===== src/rtl/nic_msg_dispatcher_pkg.sv =====
// Shared message format, hint type codes and slot helpers for the NIC-to-CPU hint dispatcher.
// Latency: none (types, constants and pure functions only).
// Backpressure: not applicable.
package nic_msg_dispatcher_pkg;

  // Message word layout, most significant field first: {type, app_id, content}.
  localparam int APP_ID_WIDTH         = 2;
  localparam int NIC_MSG_TYPE_SIZE    = 4;
  localparam int NIC_MSG_CONTENT_SIZE = 16;
  localparam int NIC_MSG_WIDTH        = NIC_MSG_TYPE_SIZE + APP_ID_WIDTH + NIC_MSG_CONTENT_SIZE;

  localparam logic [NIC_MSG_TYPE_SIZE-1:0] NIC_MSG_SCALE_DOWN_HINT = 4'd1;
  localparam logic [NIC_MSG_TYPE_SIZE-1:0] NIC_MSG_CONG_HINT       = 4'd2;

  // Two hint kinds per app; kind 0 is scale-down, kind 1 is congestion.
  localparam int NIC_MSG_NUM_HINT_TYPES = 2;
  localparam int HINT_SCALE_DOWN        = 0;
  localparam int HINT_CONG              = 1;

  typedef struct packed {
    logic [NIC_MSG_TYPE_SIZE-1:0]    msg_type;
    logic [APP_ID_WIDTH-1:0]         app_id;
    logic [NIC_MSG_CONTENT_SIZE-1:0] content;
  } nic_msg_t;

  // Pending-store slot for a given app and hint kind.
  function automatic int hint_slot(input int app, input int kind);
    return app * NIC_MSG_NUM_HINT_TYPES + kind;
  endfunction

  // Round-robin position helper: (base + off) wrapped into [0, n).
  function automatic int wrap_slot(input int base, input int off, input int n);
    return (base + off) % n;
  endfunction

  function automatic logic [NIC_MSG_TYPE_SIZE-1:0] hint_type_code(input int kind);
    return (kind == HINT_CONG) ? NIC_MSG_CONG_HINT : NIC_MSG_SCALE_DOWN_HINT;
  endfunction

  function automatic logic is_hint_type(input logic [NIC_MSG_TYPE_SIZE-1:0] t);
    return (t == NIC_MSG_SCALE_DOWN_HINT) || (t == NIC_MSG_CONG_HINT);
  endfunction

endpackage


===== src/rtl/nic_msg_fifo.sv =====
// Synchronous FIFO whose head word sits in a dedicated output register; exposes occupancy.
// Latency: a word pushed at edge N is visible on out_data after edge N (no same-cycle bypass).
// Backpressure: push is ignored while full (even if a pop happens that cycle); head holds while !out_ready.
//
// Ports: clk/rst (sync, active-high), push/push_data in, full out,
//        out_valid/out_ready/out_data head handshake, level = occupancy 0..DEPTH.
module nic_msg_fifo #(
  parameter int WIDTH = 8,
  parameter int DEPTH = 16
) (
  input  logic                     clk,
  input  logic                     rst,
  input  logic                     push,
  input  logic [WIDTH-1:0]         push_data,
  output logic                     full,
  output logic                     out_valid,
  input  logic                     out_ready,
  output logic [WIDTH-1:0]         out_data,
  output logic [$clog2(DEPTH):0]   level
);

  localparam int AW = $clog2(DEPTH);
  localparam int LW = AW + 1;

  logic [WIDTH-1:0] mem [DEPTH];
  logic [AW-1:0]    wr_ptr;
  logic [AW-1:0]    rd_ptr;
  logic [AW-1:0]    rd_ptr_nxt;
  logic [LW-1:0]    count;
  logic [WIDTH-1:0] head_q;
  logic             do_push;
  logic             do_pop;

  assign full       = (count == LW'(DEPTH));
  assign out_valid  = (count != '0);
  assign out_data   = head_q;
  assign level      = count;
  assign do_push    = push && !full;
  assign do_pop     = out_ready && out_valid;
  // DEPTH is a power of two, so the pointer wraps by plain overflow.
  assign rd_ptr_nxt = rd_ptr + 1'b1;

  always_ff @(posedge clk) begin
    if (rst) begin
      wr_ptr <= '0;
      rd_ptr <= '0;
      count  <= '0;
      head_q <= '0;
    end else begin
      if (do_push) wr_ptr <= wr_ptr + 1'b1;
      if (do_pop)  rd_ptr <= rd_ptr_nxt;
      count <= count + LW'(do_push) - LW'(do_pop);

      // The head register mirrors mem[rd_ptr]. After a pop the next entry is
      // already in memory when at least two were stored; with exactly one
      // stored, the only candidate is the word being pushed right now.
      if (do_pop) begin
        if (count > LW'(1))  head_q <= mem[rd_ptr_nxt];
        else if (do_push)    head_q <= push_data;
        else                 head_q <= '0;
      end else if (!out_valid && do_push) begin
        head_q <= push_data;
      end
    end
  end

  // Storage needs no reset; occupancy alone decides what is valid.
  always_ff @(posedge clk) begin
    if (do_push) mem[wr_ptr] <= push_data;
  end

endmodule


===== src/rtl/nic_msg_dispatcher.sv =====
// Collects per-app hint strobes into a pending store, serialises them round-robin into one stream, and turns host acks into re-arm pulses.
// Latency: strobe at T -> pending at T+1 -> push at end of T+1 -> out_msg_valid at T+2; ack/rearm at T -> arm pulse at T+1.
// Backpressure: a full FIFO stalls the arbiter; pending slots simply wait, nothing is lost.
//
// Ports: clk/rst (sync, active-high); mon_msg_en/mon_msg per-monitor strobes and words;
//        out_msg_valid/out_msg_ready/out_msg host stream; host_ack_* and rearm_all in;
//        arm_cong_monitor/arm_scale_down_monitor one-cycle pulses; drop_count; fifo_level.
module nic_msg_dispatcher
  import nic_msg_dispatcher_pkg::*;
#(
  parameter int NUM_APPS   = 2**APP_ID_WIDTH,
  parameter int FIFO_DEPTH = 16
) (
  input  logic                              clk,
  input  logic                              rst,
  input  logic [NUM_APPS-1:0]               mon_msg_en,
  input  logic [NUM_APPS*NIC_MSG_WIDTH-1:0] mon_msg,
  output logic                              out_msg_valid,
  input  logic                              out_msg_ready,
  output logic [NIC_MSG_WIDTH-1:0]          out_msg,
  input  logic                              host_ack_valid,
  input  logic [APP_ID_WIDTH-1:0]           host_ack_app_id,
  input  logic [NIC_MSG_TYPE_SIZE-1:0]      host_ack_type,
  input  logic                              rearm_all,
  output logic [NUM_APPS-1:0]               arm_cong_monitor,
  output logic [NUM_APPS-1:0]               arm_scale_down_monitor,
  output logic [31:0]                       drop_count,
  output logic [$clog2(FIFO_DEPTH):0]       fifo_level
);

  localparam int NUM_SLOTS = NUM_APPS * NIC_MSG_NUM_HINT_TYPES;
  localparam int SW        = $clog2(NUM_SLOTS);
  localparam int DCW       = $clog2(NUM_APPS + 1);

  // Pending store, slot = 2*app + kind.
  logic [NUM_SLOTS-1:0]            pending;
  logic [NIC_MSG_CONTENT_SIZE-1:0] content [NUM_SLOTS];
  logic [SW-1:0]                   rr_ptr;

  nic_msg_t             mon_word [NUM_APPS];
  logic                 fifo_full;
  logic                 grant_vld;
  logic [SW-1:0]        grant_idx;
  nic_msg_t             push_word;
  logic [NUM_SLOTS-1:0] cap_set;
  logic [DCW-1:0]       drops;
  logic [32:0]          drop_sum;
  logic [NUM_APPS-1:0]  arm_cong_nxt;
  logic [NUM_APPS-1:0]  arm_sd_nxt;
  logic                 unused_mon_app_ids;

  always_comb begin
    unused_mon_app_ids = 1'b0;
    for (int i = 0; i < NUM_APPS; i++) begin
      mon_word[i] = nic_msg_t'(mon_msg[i*NIC_MSG_WIDTH +: NIC_MSG_WIDTH]);
      // The monitor's own app_id field is ignored; the strobe index is authoritative.
      unused_mon_app_ids = unused_mon_app_ids ^ (^mon_word[i].app_id);
    end
  end

  // Round-robin arbiter: scan from rr_ptr; iterating downward lets the slot
  // closest to rr_ptr be the last (winning) assignment.
  always_comb begin
    grant_vld = 1'b0;
    grant_idx = '0;
    if (!fifo_full) begin
      for (int j = NUM_SLOTS - 1; j >= 0; j--) begin
        if (pending[wrap_slot(int'(rr_ptr), j, NUM_SLOTS)]) begin
          grant_vld = 1'b1;
          grant_idx = SW'(wrap_slot(int'(rr_ptr), j, NUM_SLOTS));
        end
      end
    end
  end

  always_comb begin
    push_word.msg_type = hint_type_code(int'(grant_idx) % NIC_MSG_NUM_HINT_TYPES);
    push_word.app_id   = APP_ID_WIDTH'(int'(grant_idx) / NIC_MSG_NUM_HINT_TYPES);
    push_word.content  = content[grant_idx];
  end

  // Capture: a strobe onto a slot that is being granted this cycle is not a
  // duplicate -- the old content leaves through the FIFO and the new one stays.
  always_comb begin
    cap_set = '0;
    drops   = '0;
    for (int i = 0; i < NUM_APPS; i++) begin
      if (mon_msg_en[i]) begin
        if (!is_hint_type(mon_word[i].msg_type)) begin
          drops = drops + DCW'(1);
        end else begin
          for (int k = 0; k < NIC_MSG_NUM_HINT_TYPES; k++) begin
            if (mon_word[i].msg_type == hint_type_code(k)) begin
              if (pending[hint_slot(i, k)] &&
                  !(grant_vld && int'(grant_idx) == hint_slot(i, k))) begin
                drops = drops + DCW'(1);
              end else begin
                cap_set[hint_slot(i, k)] = 1'b1;
              end
            end
          end
        end
      end
    end
  end

  assign drop_sum = {1'b0, drop_count} + 33'(drops);

  // Ack and rearm_all pulses are ORed; unknown ack types produce nothing.
  always_comb begin
    arm_cong_nxt = {NUM_APPS{rearm_all}};
    arm_sd_nxt   = {NUM_APPS{rearm_all}};
    if (host_ack_valid && (int'(host_ack_app_id) < NUM_APPS)) begin
      if (host_ack_type == NIC_MSG_CONG_HINT)
        arm_cong_nxt[host_ack_app_id] = 1'b1;
      else if (host_ack_type == NIC_MSG_SCALE_DOWN_HINT)
        arm_sd_nxt[host_ack_app_id] = 1'b1;
    end
  end

  always_ff @(posedge clk) begin
    if (rst) begin
      pending                <= '0;
      rr_ptr                 <= '0;
      drop_count             <= '0;
      arm_cong_monitor       <= '0;
      arm_scale_down_monitor <= '0;
    end else begin
      for (int s = 0; s < NUM_SLOTS; s++) begin
        if (cap_set[s])
          pending[s] <= 1'b1;
        else if (grant_vld && int'(grant_idx) == s)
          pending[s] <= 1'b0;
      end
      if (grant_vld)
        rr_ptr <= SW'(wrap_slot(int'(grant_idx), 1, NUM_SLOTS));
      drop_count             <= drop_sum[32] ? 32'hFFFF_FFFF : drop_sum[31:0];
      arm_cong_monitor       <= arm_cong_nxt;
      arm_scale_down_monitor <= arm_sd_nxt;
    end
  end

  // Content is only meaningful while the pending bit is set, so it is not reset.
  always_ff @(posedge clk) begin
    for (int s = 0; s < NUM_SLOTS; s++) begin
      if (cap_set[s])
        content[s] <= mon_word[s / NIC_MSG_NUM_HINT_TYPES].content;
    end
  end

  nic_msg_fifo #(
    .WIDTH (NIC_MSG_WIDTH),
    .DEPTH (FIFO_DEPTH)
  ) u_fifo (
    .clk       (clk),
    .rst       (rst),
    .push      (grant_vld),
    .push_data (push_word),
    .full      (fifo_full),
    .out_valid (out_msg_valid),
    .out_ready (out_msg_ready),
    .out_data  (out_msg),
    .level     (fifo_level)
  );

endmodule


===== config.mk =====
export PLATFORM = sky130hd
export DESIGN_NAME = nic_msg_dispatcher
export DESIGN_NICKNAME = d
export VERILOG_FILES = /design/src/rtl/nic_msg_dispatcher_pkg.sv /design/src/rtl/nic_msg_fifo.sv /design/src/rtl/nic_msg_dispatcher.sv
export SDC_FILE = /design/constraint.sdc
export NUM_CORES = 1
export LEC_CHECK = 0
export BUFFER_PORTS_ARGS = -buffer_cell sky130_fd_sc_hd__buf_2
export CORE_UTILIZATION = 60
export CTS_CLUSTER_SIZE = 12
export DETAILED_ROUTE_END_ITERATION = 10
export PLACE_DENSITY = 0.8
export RECOVER_POWER = 25
export REMOVE_ABC_BUFFERS = 1
export SETUP_SLACK_MARGIN = 0.4
export SYNTH_ARGS = -nofsm -noshare
export SYNTH_HDL_FRONTEND = slang
export SYNTH_SLANG_ARGS = --single-unit

===== constraint.sdc =====
create_clock -name clk -period 14 [get_ports clk]
set_clock_uncertainty 0.2 [all_clocks]
set_input_delay 2.8 -clock clk [delete_from_list [all_inputs] [get_ports clk]]
set_output_delay 2.8 -clock clk [all_outputs]
set_load 0.03 [all_outputs]

Word-level counts from Yosys, hierarchy flattened
Memories as Yosys holds them, arrays and structs flattened. Index checks and enable logic that the tools add are counted. Widths: inputs -> output; s select.

Memories kept: 2. Bits in read-only memories: 0. Input port bits: 103. Latch bits: 0. RAM bits: 448. Register bits: 86. Output and inout bits: 68. Word-level logic and storage cells: 287.

Div/mod/pow operators: 0. Reductions and logical operators: 56. Multipliers: 0. Add/subtract/negate cells: 20. Multiplexer cells: 156. Bitwise operators: 8. Equal/unequal tests: 18. $lt $le $gt $ge: 11. Shift-type cells: 0.

Memories: u_fifo.mem (depth 16, width 20, rd ports 1, clocked after memory_dff 0, wr ports 1, line nic_msg_fifo.sv:25) `logic [WIDTH-1:0] mem [DEPTH];`; content (depth 8, width 16, rd ports 1, clocked after memory_dff 0, wr ports 4, line nic_msg_dispatcher.sv:37) `logic [NIC_MSG_CONTENT_SIZE-1:0] content [NUM_SLOTS];`.

Operators by type and width (number): $mux 3 (43); $mux 1 (81); $mux 22 (3); $mux 16 (4); $reduce_or 16->1 (4); $lt 4x5->1 const B (7); $add 32x3->33 (1); $mux 32 (1); $add 3x1->3 const B (9); $bmux 1 s3 (8); $reduce_or 3->1 (7); $eq 4x1->1 const B (5); $eq 4x2->1 const B (5); $logic_and 1x1->1 (20); $mux 20 (1); $mux 4 (5); $mux 2 (9); $reduce_bool 2->1 (9); $add 3x3->3 const B (4); $eq 3x3->1 const B (4); $logic_not 1->1 (10); $add 4x1->4 const B (2); $and 1x1->1 const A (7); $add 3x2->3 const B (2); 14 further kinds (18).

Logic depth before layout (Yosys ltp)
Gate-level depths: netlist (run 1).

Word-level depth: 60. Mapped depth: 54. Gate-level depth less buffers: 49.

By module
From an unflattened synthesis (run 1), not the netlist that was laid out.

Cell total of the unflattened synthesis: 1519. Area, all modules: 23633.9 µm².

Modules (own cells, without submodules): nic_msg_fifo (times used 1, sequential area each 11270.8 µm², area each 15228.4 µm², cells each 898); nic_msg_dispatcher (times used 1, sequential area each 4864.7 µm², area each 8405.6 µm², cells each 621).

Worst setup path before layout (run 1)
No wires, ideal clock.

Path type: register to register. Start: reg rr_ptr[1]. End: reg drop_count[12]. Required time: 13.730 ns. Clock period less this slack: 10.616 ns. Arrival: 10.345 ns. Buffers on the path: 6. Library setup time: 0.070 ns. Cell stages (with the launch flop): 51. Slack: 3.384 ns. Path through: dfxtp_1 > buf_2 > buf_1 > inv_1 > ha_1 > clkbuf_1 > mux4_1 > mux2_2 > o21ai_0 > nand2_1 > a21o_1 > a32oi_1 > nand2_1 > inv_2 > buf_2 > ha_1 > a21boi_0 > ha_1 > (+15 left out) > o22ai_1 > a311oi_2 > a21oi_1 > ha_1 > nand2_1 > nand3_1 > o22ai_1 > fa_1 > inv_1 > a21oi_1 > nor2_1 > nand2_1 > nor2_1 > nand3_1 > or3_1 > clkbuf_1 > buf_1 > a21oi_1.

Cells in the longest elaborated chain, start to end: 58. Elaborated cells between the ends (all ways): 121. Classes of those cells: add/sub (15); eq/ne (7); mux (74); reduce/logical (25).

RTL lines: start: declaration (line nic_msg_dispatcher.sv:38) `logic [SW-1:0] rr_ptr;`; start signal: assignment (line nic_msg_dispatcher.sv:136) `rr_ptr <= SW'(wrap_slot(int'(grant_idx), 1, NUM_SLOTS));`; $add 3x3->3 (line nic_msg_dispatcher_pkg.sv:33) `return (base + off) % n;`; $bmux 1 s3 (line nic_msg_dispatcher.sv:68) `if (pending[wrap_slot(int'(rr_ptr), j, NUM_SLOTS)]) begin`; $mux 1 (not written as such) (2 in a row) (line nic_msg_dispatcher.sv:68); $mux 3 (7 in a row) (line nic_msg_dispatcher.sv:68); $mux 3 (*) (line nic_msg_dispatcher.sv:68); $mux 3 (*) (line nic_msg_dispatcher.sv:66) `if (!fifo_full) begin`; named net grant_idx[0] (line nic_msg_dispatcher.sv:43) `logic [SW-1:0] grant_idx;`; $logic_not 3->1 (line nic_msg_dispatcher.sv:95) `!(grant_vld && int'(grant_idx) == hint_slot(i, k))) begin`; (+36 left out); $mux 3 (line nic_msg_dispatcher.sv:88) `if (mon_msg_en[i]) begin`; $add 3x1->3 (line nic_msg_dispatcher.sv:96) `drops = drops + DCW'(1);`; $mux 3 (line nic_msg_dispatcher.sv:94) `if (pending[hint_slot(i, k)] &&`; $mux 3 (line nic_msg_dispatcher.sv:93) `if (mon_word[i].msg_type == hint_type_code(k)) begin`; $mux 3 (line nic_msg_dispatcher.sv:89) `if (!is_hint_type(mon_word[i].msg_type)) begin`; $mux 3 (*) (line nic_msg_dispatcher.sv:88); $add 32x3->33 (*) (line nic_msg_dispatcher.sv:107) `assign drop_sum = {1'b0, drop_count} + 33'(drops);`; $mux 32 (*) (line nic_msg_dispatcher.sv:137) `drop_count <= drop_sum[32] ? 32'hFFFF_FFFF : drop_sum[31:0];`; end signal: assignment (line nic_msg_dispatcher.sv:137); end: declaration (line nic_msg_dispatcher.sv:27) `output logic [31:0] drop_count,`.

Mark *: on every way through the listed nets, which the timed path passes. The rest lies on a longest branch. The select of a mux whose other input is x is not followed. A chain may end at the register's enable or synchronous reset.

Worst setup path in the final report (run 1)
Start: reg rr_ptr[1]. End: reg drop_count[3].

Cells in the longest elaborated chain, start to end: 58. Elaborated cells between the ends (all ways): 121. Classes of those cells: add/sub (15); eq/ne (7); mux (74); reduce/logical (25).

RTL lines (line): $add 3x3->3 (nic_msg_dispatcher_pkg.sv:33); $bmux 1 s3 (nic_msg_dispatcher.sv:68); $mux 1 (not written as such) (2 in a row) (nic_msg_dispatcher.sv:68); $mux 3 (8 in a row) (nic_msg_dispatcher.sv:68); $mux 3 (nic_msg_dispatcher.sv:66); $logic_not 3->1 (nic_msg_dispatcher.sv:95); $logic_and 1x1->1 (nic_msg_dispatcher.sv:95); $logic_not 1->1 (nic_msg_dispatcher.sv:95); (+34 left out); $mux 3 (nic_msg_dispatcher.sv:88); $add 3x1->3 (nic_msg_dispatcher.sv:96); $mux 3 (nic_msg_dispatcher.sv:94); $mux 3 (nic_msg_dispatcher.sv:93); $mux 3 (nic_msg_dispatcher.sv:89); $mux 3 (*) (nic_msg_dispatcher.sv:88); $add 32x3->33 (*) (nic_msg_dispatcher.sv:107); $mux 32 (*) (nic_msg_dispatcher.sv:137).

Every way passes the cells marked *; elsewhere a longest branch is shown, timed or not. The select of a mux whose other input is x is not followed.

==> summary.txt, run 1 <==
Timing
  • Tcrit/Tclk final: 0.867
  • Highest clock rate: 82.4 MHz
  • Worst Max-Slew Pin Slew: around 3100 ps
  • Final Max Slew Viols: ~120
  • Slew headroom: -1.10
  • Final hold viol count: 0
  • Fin Setup TNS: 0 ps
  • Tmin final: ~12,000 ps
  • Setup Viol. Count Final: 0
  • Unrepaired setup endpoints after global routing: no

Floorplan
  • Die X: 197 µm
  • Core ar.: between 0.03 and 0.04 mm²
  • # IOs: 171
  • Row Count: 71
  • Die area: a little under 0.04 mm²
  • Initial Utilization: 0.609
  • Height of the die: about 200 µm

Drt
  • Met3 WL post-DR: about 5 mm
  • Post-route DRC: 0
  • DR iter-0 viols: roughly 1,300
  • Top Layer Used: met5
  • Vias per Instance: 6.31
  • M1 wire length: 20.2 mm
  • Vias: approximately 14,000
  • Final wirelength: 53.3 mm
  • First-pass iteration count of the detailed router: 5
  • WL/cell: ~25 µm
  • Met2 WL: 26.1 mm
  • Final ANT Viol Nets: 0

Synth
  • Synth warn: 0
  • Syn Std Cell Area: 0.0229 mm²
  • EDFF count, synth: about 450
  • Syn avg cell area: around 16 µm²
  • Flops & latches, synth: 532
  • Seq/Total Area, Yosys: 0.662
  • Async S/R FF share, synth: 0
  • Unique masters post-synth: 85
  • Syn Inst Count: approximately 1,400
  • Most used DFF post-synth: edfxtp_1

Clock tree
  • Cts bufs inserted: 52
  • CTS tree: done
  • H-tree levels: 2
  • Root Driver: clkbuf_16
  • # hold bufs at CTS: 0
  • Post-CTS Resized: 0
  • Post-CTS setup buffer count: 0
  • Clk sinks: 532
  • Clock slew at reported path FFs: ~60 ps
  • Largest buffer count on any clock path: 3
  • Clock Latency Late Sink: 590 ps

Power
  • Peak VDD IR: 0.194 mV
  • Pwr Density: about 210 mW/mm²
  • LEAKAGE: 8.63 nW

Worst setup path
  • Most used cell, CP: ha_1
  • Crit Path Class: flip-flop to flip-flop
  • Startpoint types: flip-flop
  • Worst Setup End Kind: flip-flop
  • Worst path arrival time: approximately 12,000 ps
  • CP peak stage delay: around 1400 ps
  • Slowest-stage cell, CP: clkbuf_1
  • Crit Path Max Fanout: 32
  • Required time of the critical path: 14,280 ps

Final layout
  • Nets: 1,748
  • Layout cells sized above 1: 0.192
  • # fillers: ~2,500
  • Reg area: between 0.015 and 0.02 mm²
  • Layout Utilization: 0.687
  • Synth-to-layout area growth: 12.9%
  • Multi-input gate area: 0.00746 mm²

Global routing
  • Vias in the first global route: 13,700
  • Largest net degree at the start of global routing: 68
  • Congestion Overflow GR: 0
  • First-pass GRT wire length: around 79 mm
  • Initial antenna violation count: 3
  • All-Layer GR Usage: 0.279

Status
  • Status: finished with violations
  • Violated checks: capacitance limit, slew limit

Flow run
  • Total of max-cap violations: 3

Placement
  • Post-DP HPWL: around 31 mm
  • GP Congestion: about 0.9
  • Port Buffers: 160

Worst hold path
  • HP Class: flip-flop to flip-flop
==> report_power, final <==
| group | leakage, nW | switching (W) | internal, W |
|---|---|---|---|
| Sequential | 4.73 | 0.0000891 | 0.00219 |
| Combinational | 3.13 | 0.00121 | 0.000705 |
| Clock | 0.771 | 0.000567 | 0.000767 |
==> placed cells by master (no fill, tap or decap), types with 10 or more instances in the layout <==
cell / instances
ha_1: 30
clkbuf_16: 54
nand3_1: 16
mux4_2: 88
mux2i_1: 128
mux2_2: 36
nand2_1: 103
a21oi_1: 66
clkbuf_1: 130
nor2b_1: 11
buf_4: 18
xor2_1: 28
nor2_1: 58
inv_1: 34
dfxtp_1: 83
o21ai_0: 20
a32oi_1: 17
xnor2_1: 14
buf_2: 66
nor4b_1: 10
o221ai_1: 17
nand4_1: 14
edfxtp_1: 448
nor2_4: 13
==> worst paths after layout <==
kind                                   start                              end  slack (ps)  depth (start not counted)
max                   rr_ptr[1]$_SDFFE_PP0P_         drop_count[3]$_SDFF_PP0_        1860                         39
min          u_fifo.out_data[9]$_SDFFE_PP0P_  u_fifo.out_data[9]$_SDFFE_PP0P_         290                          2
max reg2reg           rr_ptr[1]$_SDFFE_PP0P_         drop_count[3]$_SDFF_PP0_        1860                         39
min reg2reg  u_fifo.out_data[9]$_SDFFE_PP0P_  u_fifo.out_data[9]$_SDFFE_PP0P_         290                          2
==> worst max-delay path, delay by kind of cell, from the launching register on <==
kind | cells | cell delay (ps)
flops | 1 | 830
simple gates | 12 | 2820
fa+ha+maj | 6 | 2400
buf+inv | 4 | 1790
compound gates | 14 | 2660
mux | 3 | 1280
==> state kept, by name, indices dropped and copies added (netlist names) <==
register	cells
pending	8
u_fifo.wr_ptr	4
arm_cong_monitor	4
u_fifo.rd_ptr	4
drop_count	32
u_fifo.mem	320
rr_ptr	3
u_fifo.out_data	20
content	128
arm_scale_down_monitor	4
u_fifo.level	5
==> cell type report <==
type / instances / share of cell area
flip-flops and latches: 532 / 0.586
multi-input cells: 807 / 0.289
clock buffers: 89 / 0.0586
repair buffers: 182 / 0.0323
clock inverters: 7 / 0.00363
well taps: 511 / 0.0248
diodes: 1 / 0.0000969
inverters: 37 / 0.00538
==> layer usage <==
| layer | vias to the layer above | track usage |
|---|---|---|
| met5 | - | 0 |
| met4 | 6 | 0.118 |
| met3 | 127 | 0.0627 |
| met2 | 682 | 0.462 |
| met1 | 6839 | 0.357 |
| li1 | 6021 | - |
==> synthesized netlist by cell type, types with 14 or more instances <==
| library cell | instances | share of area |
|---|---|---|
| o221ai_1 | 17 | 0.0065 |
| nand2_1 | 103 | 0.017 |
| buf_1 | 16 | 0.0026 |
| o21ai_0 | 19 | 0.0042 |
| clkbuf_1 | 32 | 0.0053 |
| dfxtp_1 | 84 | 0.074 |
| nand4_1 | 14 | 0.0038 |
| nor2_1 | 72 | 0.012 |
| xor2_1 | 29 | 0.011 |
| edfxtp_1 | 448 | 0.59 |
| xnor2_1 | 15 | 0.0057 |
| nand3_1 | 16 | 0.0035 |
| mux2_2 | 37 | 0.018 |
| buf_2 | 14 | 0.0031 |
| inv_1 | 34 | 0.0056 |
| a32oi_1 | 17 | 0.0065 |
| a21oi_1 | 72 | 0.016 |
| mux2i_1 | 128 | 0.056 |
| ha_1 | 31 | 0.017 |
| mux4_2 | 88 | 0.087 |
==> cells by family after synthesis <==
group | share of synthesized area
DFF | 0.662
other | 0.000164
AOI/OAI and AO/OA | 0.0605
muxes | 0.163
adders and majority gates | 0.0187
buffers and inverters | 0.0207
and+or+nand+nor | 0.0569
xor gates and xnor gates | 0.0183
==> per-stage QoR <==
step / cells / cell area (µm²) / hold slack (ps) / setup slack (ps) / total power [W]
floorplan: 1376 / 22500 / 248 / -225 / 0.00374
global placement: 2069 / 24300 / 256 / 2410 / 0.00409
detailed placement: 2069 / 24300 / 262 / 2260 / 0.00419
CTS: 2165 / 26000 / 288 / 2230 / 0.00553
global route: 2165 / 25800 / 320 / 1070 / 0.00574
finish: 2166 / 25800 / 292 / 1860 / 0.00553
(Power assumes the default switching activity.)
==> run 2: changes to the inputs <==
--- a/config.mk
+++ b/config.mk
@@ -5,6 +5,7 @@
 export SDC_FILE = /design/constraint.sdc
 export NUM_CORES = 1
 export LEC_CHECK = 0
+export ABC_AREA = 1
 export BUFFER_PORTS_ARGS = -buffer_cell sky130_fd_sc_hd__buf_2
 export CORE_UTILIZATION = 60
 export CTS_CLUSTER_SIZE = 12
==> constraint.sdc (replaced) <==
create_clock -name clk -period 13.37 [get_ports clk]
set_clock_uncertainty 0.2 [all_clocks]
set_input_delay 2.674 -clock clk [delete_from_list [all_inputs] [get_ports clk]]
set_output_delay 2.674 -clock clk [all_outputs]
set_load 0.03 [all_outputs]
==> run 2 against run 1 <==
The run still ends with capacitance limit, slew limit left. Die area is 0.24% higher. Sequential cell count unchanged. Fmax rose by 3.5%.
==> summary.txt, run 2 <==
Status
  • Status: finished with violations
  • Violated checks: capacitance limit, slew limit

Final layout
  • Biggest register: u_fifo.mem
  • Reg area: between 0.015 and 0.02 mm²
  • Biggest regs: u_fifo.mem x320, content x128, drop_count x32
  • Max reg flops: 320
  • Multi-input gate area: 0.00685 mm²
  • Diode count: 0
  • Nets: ~2,400
  • Most frequent cells in the layout: edfxtp_1, nor2_1, o21ai_0, nand2_1, inv_1
  • Layout cells sized above 1: 0.120
  • # fillers: 2,770
  • Most common cell after layout, fill and taps aside: edfxtp_1
  • Synth-to-layout area growth: 12.4%

Clock tree
  • Root Driver: clkbuf_16
  • Clock Latency Late Sink: 620 ps
  • Clk sinks: roughly 530
  • Post-CTS Resized: 0
  • H-tree levels: 2
  • Cts bufs inserted: 52
  • Clock slew at reported path FFs: around 60 ps
  • # hold bufs at CTS: 0
  • Largest buffer count on any clock path: 3
  • CTS tree: done
  • Post-CTS setup buffer count: 0

Placement
  • GP Congestion: slightly below 0.9
  • Port Buffers: 160
  • Post-DP HPWL: about 33 mm

Worst setup path
  • Required time of the critical path: 13,710 ps
  • CP startpoint: rr_ptr[0]$_SDFFE_PP0P_
  • Startpoint types: flip-flop
  • Worst Setup End Kind: flip-flop
  • Reg2Reg Depth: 64
  • Slowest-stage cell, CP: ha_1
  • Crit Path Max Fanout: 18
  • Reg2Reg Setup Slack: 1640 ps
  • CP peak stage delay: roughly 550 ps
  • Reg2Reg Launch Point: rr_ptr[0]$_SDFFE_PP0P_
  • Crit Path Class: flip-flop to flip-flop
  • Most used cell, CP: nand2_1
  • Worst R2R End: drop_count[29]$_SDFF_PP0_
  • Worst path arrival time: 12,070 ps

Synth
  • Unique masters post-synth: 53
  • Main area contributors after synthesis: edfxtp_1, dfxtp_1, o21ai_0, nor2_1, nand2_1
  • Syn Std Cell Area: around 0.023 mm²
  • Syn Inst Count: between 2,000 and 2,500
  • Most numerous cell in the Yosys netlist: edfxtp_1
  • Post-synth top area cell: edfxtp_1
  • Syn avg cell area: around 11 µm²
  • EDFF count, synth: roughly 450
  • Top cells by count, synth: edfxtp_1, nor2_1, o21ai_0
  • Async S/R FF share, synth: 0
  • Seq/Total Area, Yosys: 0.660
  • Post-synth top area share: 0.587
  • Most used DFF post-synth: edfxtp_1
  • Flops & latches, synth: ~530
  • Synth warn: 0

Floorplan
  • # IOs: 171
  • Core ar.: 0.0377 mm²
  • Die area: roughly 0.039 mm²
  • Die X: 198 µm
  • Height of the die: 198 µm
  • Row Count: 71
  • Initial Utilization: 0.609

Timing
  • Fin Setup TNS: 0 ps
  • Tcrit/Tclk final: 0.877
  • Slew headroom: -0.145
  • Tmin final: 11,730 ps
  • Highest clock rate: between 80 and 90 MHz
  • Unrepaired setup endpoints after global routing: no
  • Worst Max-Slew Pin Slew: 1720 ps
  • Final Max Slew Viols: 144
  • Setup Viol. Count Final: 0
  • Final hold viol count: 0

Global routing
  • Vias in the first global route: 16,600
  • Congestion Overflow GR: 0
  • Largest net degree at the start of global routing: 89
  • All-Layer GR Usage: 0.289
  • First-pass GRT wire length: 86.5 mm
  • Initial antenna violation count: 2

Worst hold path
  • Hold path endpoint: pending[1]$_SDFFE_PP0P_
  • HP Start: pending[1]$_SDFFE_PP0P_
  • Hold Crit Depth: 2
  • HP Class: flip-flop to flip-flop

Drt
  • Met3 WL post-DR: approximately 5.4 mm
  • Vias per Instance: 6.05
  • DR iter-0 viols: between 1,500 and 2,000
  • Final ANT Viol Nets: 0
  • Final wirelength: 56.3 mm
  • M1 wire length: about 21 mm
  • Met2 WL: approximately 28 mm
  • First-pass iteration count of the detailed router: 6
  • WL/cell: around 20 µm
  • Top Layer Used: met5
  • Vias: 16,900
  • Post-route DRC: 0

Flow run
  • Total of max-cap violations: 7
[run 2: cell types whose count changed after synthesis, sizes merged, moves of 63 or more]
cell	previous run	this run
nor2	73	354
mux2i	128	0
mux4	90	0
o21ai	21	296
nand2	104	241
nand3	16	79
inv	36	146
[run 2: logic make-up after synthesis]
| family | after synthesis | synth area share |
|---|---|---|
| AO/OA/AOI/OAI | 539 | 0.135 |
| other | 1 | 0.000164 |
| buffers and inverters | 261 | 0.0440 |
| adder cells (fa/ha/maj) | 33 | 0.0187 |
| XOR/XNOR | 24 | 0.00949 |
| AND/OR/NAND/NOR | 716 | 0.133 |
| flip-flops | 532 | 0.660 |
[run 2: worst max-delay path by stage]
stage                                      to  slack, ps
finish              drop_count[29]$_SDFF_PP0_       1640
global route        drop_count[22]$_SDFF_PP0_        390
CTS                 drop_count[29]$_SDFF_PP0_       1230
detailed placement  drop_count[21]$_SDFF_PP0_       1330
global placement    drop_count[21]$_SDFF_PP0_       1620
floorplan           drop_count[21]$_SDFF_PP0_       1340
[run 2: worst max-delay path: cells and delay by family, from the launching register on]
kind	cells	cell delay (ps)
AND/OR/NAND/NOR	33	4600
adder cells (fa/ha/maj)	8	2560
AO/OA/AOI/OAI	10	2100
buffers and inverters	12	1530
flip-flops	1	540
XOR/XNOR	1	90
[run 2: layout make-up]
| class | instances | area share |
|---|---|---|
| clock buffer | 88 | 0.0585 |
| clock inverter | 9 | 0.00354 |
| inverter | 149 | 0.0218 |
| multi-input combinational | 1314 | 0.266 |
| sequential | 532 | 0.588 |
| tap | 511 | 0.0248 |
| timing repair buffer | 193 | 0.0379 |
[run 2: stage by stage]
stage / setup WS, ps / cell area (µm²) / cells / hold slack (ps) / utilization
after CTS: 1230 / 25900 / 2796 / 338 / 0.687
after global routing: 392 / 25800 / 2796 / 360 / 0.684
after global placement: 1620 / 24300 / 2699 / 307 / 0.644
final: 1640 / 25800 / 2796 / 347 / 0.684
after floorplan: 1340 / 22500 / 1995 / 286 / -
after detailed placement: 1330 / 24300 / 2699 / 328 / 0.644
[run 2: layer usage]
layer / up-vias / track usage
li1: 7767 / -
met1: 8134 / 0.369
met2: 877 / 0.490
met3: 132 / 0.0499
met4: 2 / 0.116
met5: - / 0
Power of run 2 is left out: the tool's default activity adds up to more than one toggle a clock period on the data nets, which glitch-free logic cannot reach.
==> run 3: changes to the inputs <==
--- a/config.mk
+++ b/config.mk
@@ -5,7 +5,6 @@
 export SDC_FILE = /design/constraint.sdc
 export NUM_CORES = 1
 export LEC_CHECK = 0
-export ABC_AREA = 1
 export BUFFER_PORTS_ARGS = -buffer_cell sky130_fd_sc_hd__buf_2
 export CORE_UTILIZATION = 60
 export CTS_CLUSTER_SIZE = 12
@@ -14,6 +13,7 @@
 export RECOVER_POWER = 25
 export REMOVE_ABC_BUFFERS = 1
 export SETUP_SLACK_MARGIN = 0.4
+export SLEW_MARGIN = 30
 export SYNTH_ARGS = -nofsm -noshare
 export SYNTH_HDL_FRONTEND = slang
 export SYNTH_SLANG_ARGS = --single-unit
==> run 3 against run 2 <==
The run still ends with capacitance limit, slew limit left. Sequential cell count did not move. Worst hold slack got worse by 41 ps. Via count fell by 19%. Die area fell by 0.24%. Clock-buffer cell count fell by 3. First-iteration DRC count fell by 31%. Critical path type unchanged. Critical endpoint is now drop_count[22]$_SDFF_PP0_. Largest cell class unchanged.
==> summary.txt, run 3 (same netlist as run 1, synthesis figures left out) <==
Drt
  • First-pass iteration count of the detailed router: 5
  • DR iter-0 viols: 1,211
  • WL/cell: between 20 and 25 µm
  • Post-route DRC: 0
  • Final ANT Viol Nets: 0
  • Vias per Instance: 6.35
  • Final wirelength: roughly 54 mm
  • Vias: approximately 14,000

Final layout
  • Most common cell after layout, fill and taps aside: edfxtp_1
  • # fillers: between 2,000 and 2,500
  • Max reg flops: 320
  • Synth-to-layout area growth: 13.1%
  • Biggest regs: u_fifo.mem x320, content x128, drop_count x32
  • Nets: 1,748
  • Most frequent cells in the layout: edfxtp_1, clkbuf_1, mux2i_1, nand2_1, mux4_2
  • Layout cells sized above 1: 0.203
  • Biggest register: u_fifo.mem

Timing
  • Tcrit/Tclk final: 0.907
  • Final hold viol count: 0
  • Unrepaired setup endpoints after global routing: no
  • Setup Viol. Count Final: 0
  • Final Max Slew Viols: between 100 and 150
  • Slew headroom: -0.900
  • Tmin final: approximately 12,000 ps
  • Worst Max-Slew Pin Slew: 2850 ps
  • Hold slack: 306 ps
  • Final worst setup slack: ~1200 ps
  • Fin Setup TNS: 0 ps
  • Highest clock rate: 82.5 MHz

Placement
  • Worst slack at placement: approximately 1600 ps
  • Port Buffers: 160
  • Post-DP HPWL: ~31 mm
  • GP Congestion: roughly 0.90

Worst setup path
  • Required time of the critical path: approximately 14,000 ps
  • Crit Path Class: flip-flop to flip-flop
  • Worst path arrival time: ~12,000 ps
  • Worst Setup End Kind: flip-flop
  • Crit path max-delay family: simple AND/OR/NAND/NOR gates
  • Crit Path Max Fanout: 32
  • Slowest-stage cell, CP: clkbuf_1
  • Startpoint types: flip-flop
  • Worst Path Buf+Inv: 4
  • CP peak stage delay: between 1000 and 1500 ps
  • Most used cell, CP: ha_1

Floorplan
  • Core ar.: roughly 0.038 mm²
  • Row Count: 71
  • Height of the die: between 150 and 200 µm
  • Die X: just under 200 µm
  • # IOs: ~170
  • Die area: slightly below 0.04 mm²
  • Initial Utilization: 0.609

Global routing
  • Largest net degree at the start of global routing: 70
  • All-Layer GR Usage: 0.281
  • Initial antenna violation count: 3
  • Congestion Overflow GR: 0
  • Vias in the first global route: between 10,000 and 15,000
  • First-pass GRT wire length: approximately 80 mm

Clock tree
  • Cts bufs inserted: 53
  • # hold bufs at CTS: 0
  • CTS tree: done
  • Largest buffer count on any clock path: 3
  • Clk sinks: between 500 and 600
  • H-tree levels: 2
  • Clock Latency Late Sink: approximately 600 ps
  • Root Driver: clkbuf_16
  • Clock slew at reported path FFs: 60 ps
  • Post-CTS setup buffer count: 0
  • Post-CTS Resized: 0

Status
  • Violated checks: capacitance limit, slew limit
  • Status: finished with violations

Power
  • Pwr Density: 226 mW/mm²
  • Peak VDD IR: about 0.14 mV
  • LEAKAGE: 8.64 nW

Flow run
  • Total of max-cap violations: 5

Worst hold path
  • HP Class: flip-flop to flip-flop
-- run 3: changes by cell type in the layout (fill, tap and decap cells not counted), moves of 36 or more --
cell	delta
o22ai_1	-53
mux2i_1	+112
inv_1	-102
buf_2	-60
o21ai_0	-269
nand2_1	-123
mux4_2	+88
nor2_1	-283
nand3_1	-55
clkbuf_1	+57
mux2_2	+36
-- run 3: path summary, 6_finish.rpt --
| check | depth (start not counted) | endpoint | startpoint | slack (ps) |
|---|---|---|---|---|
| setup / recovery | 39 | drop_count[22]$_SDFF_PP0_ | rr_ptr[1]$_SDFFE_PP0P_ | 1240 |
| hold / removal | 2 | u_fifo.out_data[13]$_SDFFE_PP0P_ | u_fifo.out_data[13]$_SDFFE_PP0P_ | 310 |
| setup reg to reg | 39 | drop_count[22]$_SDFF_PP0_ | rr_ptr[1]$_SDFFE_PP0P_ | 1240 |
| hold reg to reg | 2 | u_fifo.out_data[13]$_SDFFE_PP0P_ | u_fifo.out_data[13]$_SDFFE_PP0P_ | 310 |
-- run 3: power breakdown --
group | internal, W | switching [W]
combinational | 0.000773 | 0.00131
clock | 0.000786 | 0.000608
sequential | 0.00229 | 0.0000847
total | 0.00385 | 0.00200
-- run 3: layout make-up --
cell class / count / area (µm²) / area share
Sequential cell: 532 / 15100 / 0.585
Multi-Input combinational cell: 807 / 7530 / 0.291
Clock buffer: 85 / 1460 / 0.0563
Timing Repair Buffer: 181 / 835 / 0.0322
Tap cell: 511 / 639 / 0.0247
Inverter: 37 / 139 / 0.00537
Clock inverter: 12 / 138 / 0.00532
Antenna cell: 1 / 2.50 / 0.0000967
-- run 3: per-stage QoR --
stage	utilization	std cells	instance area [µm²]	power, W
floorplan	-	1376	22500	0.00391
global placement	0.648	2068	24300	0.00429
detailed placement	0.649	2068	24400	0.00439
CTS	0.691	2165	26000	0.00579
global route	0.689	2165	25900	0.00606
finish	0.689	2166	25900	0.00585
-- run 3: per-layer routing --
| layer | track usage | vias up | routed length [µm] |
|---|---|---|---|
| met3 | 0.0710 | 132 | 5190 |
| met2 | 0.469 | 754 | 26600 |
| met5 | 0 | - | 29 |
| met4 | 0.109 | 4 | 1880 |
| li1 | - | 6032 | - |
| met1 | 0.355 | 6835 | 20300 |
-- run 3: worst register-to-register path: cells and delay by family, from the launching register on --
kind,cells,cell delay (ps)
AO/OA/AOI/OAI,14,2660
adder cells (fa/ha/maj),6,2440
buffers and inverters,4,1800
flip-flops,1,830
multiplexers,3,1280
AND/OR/NAND/NOR,12,2810
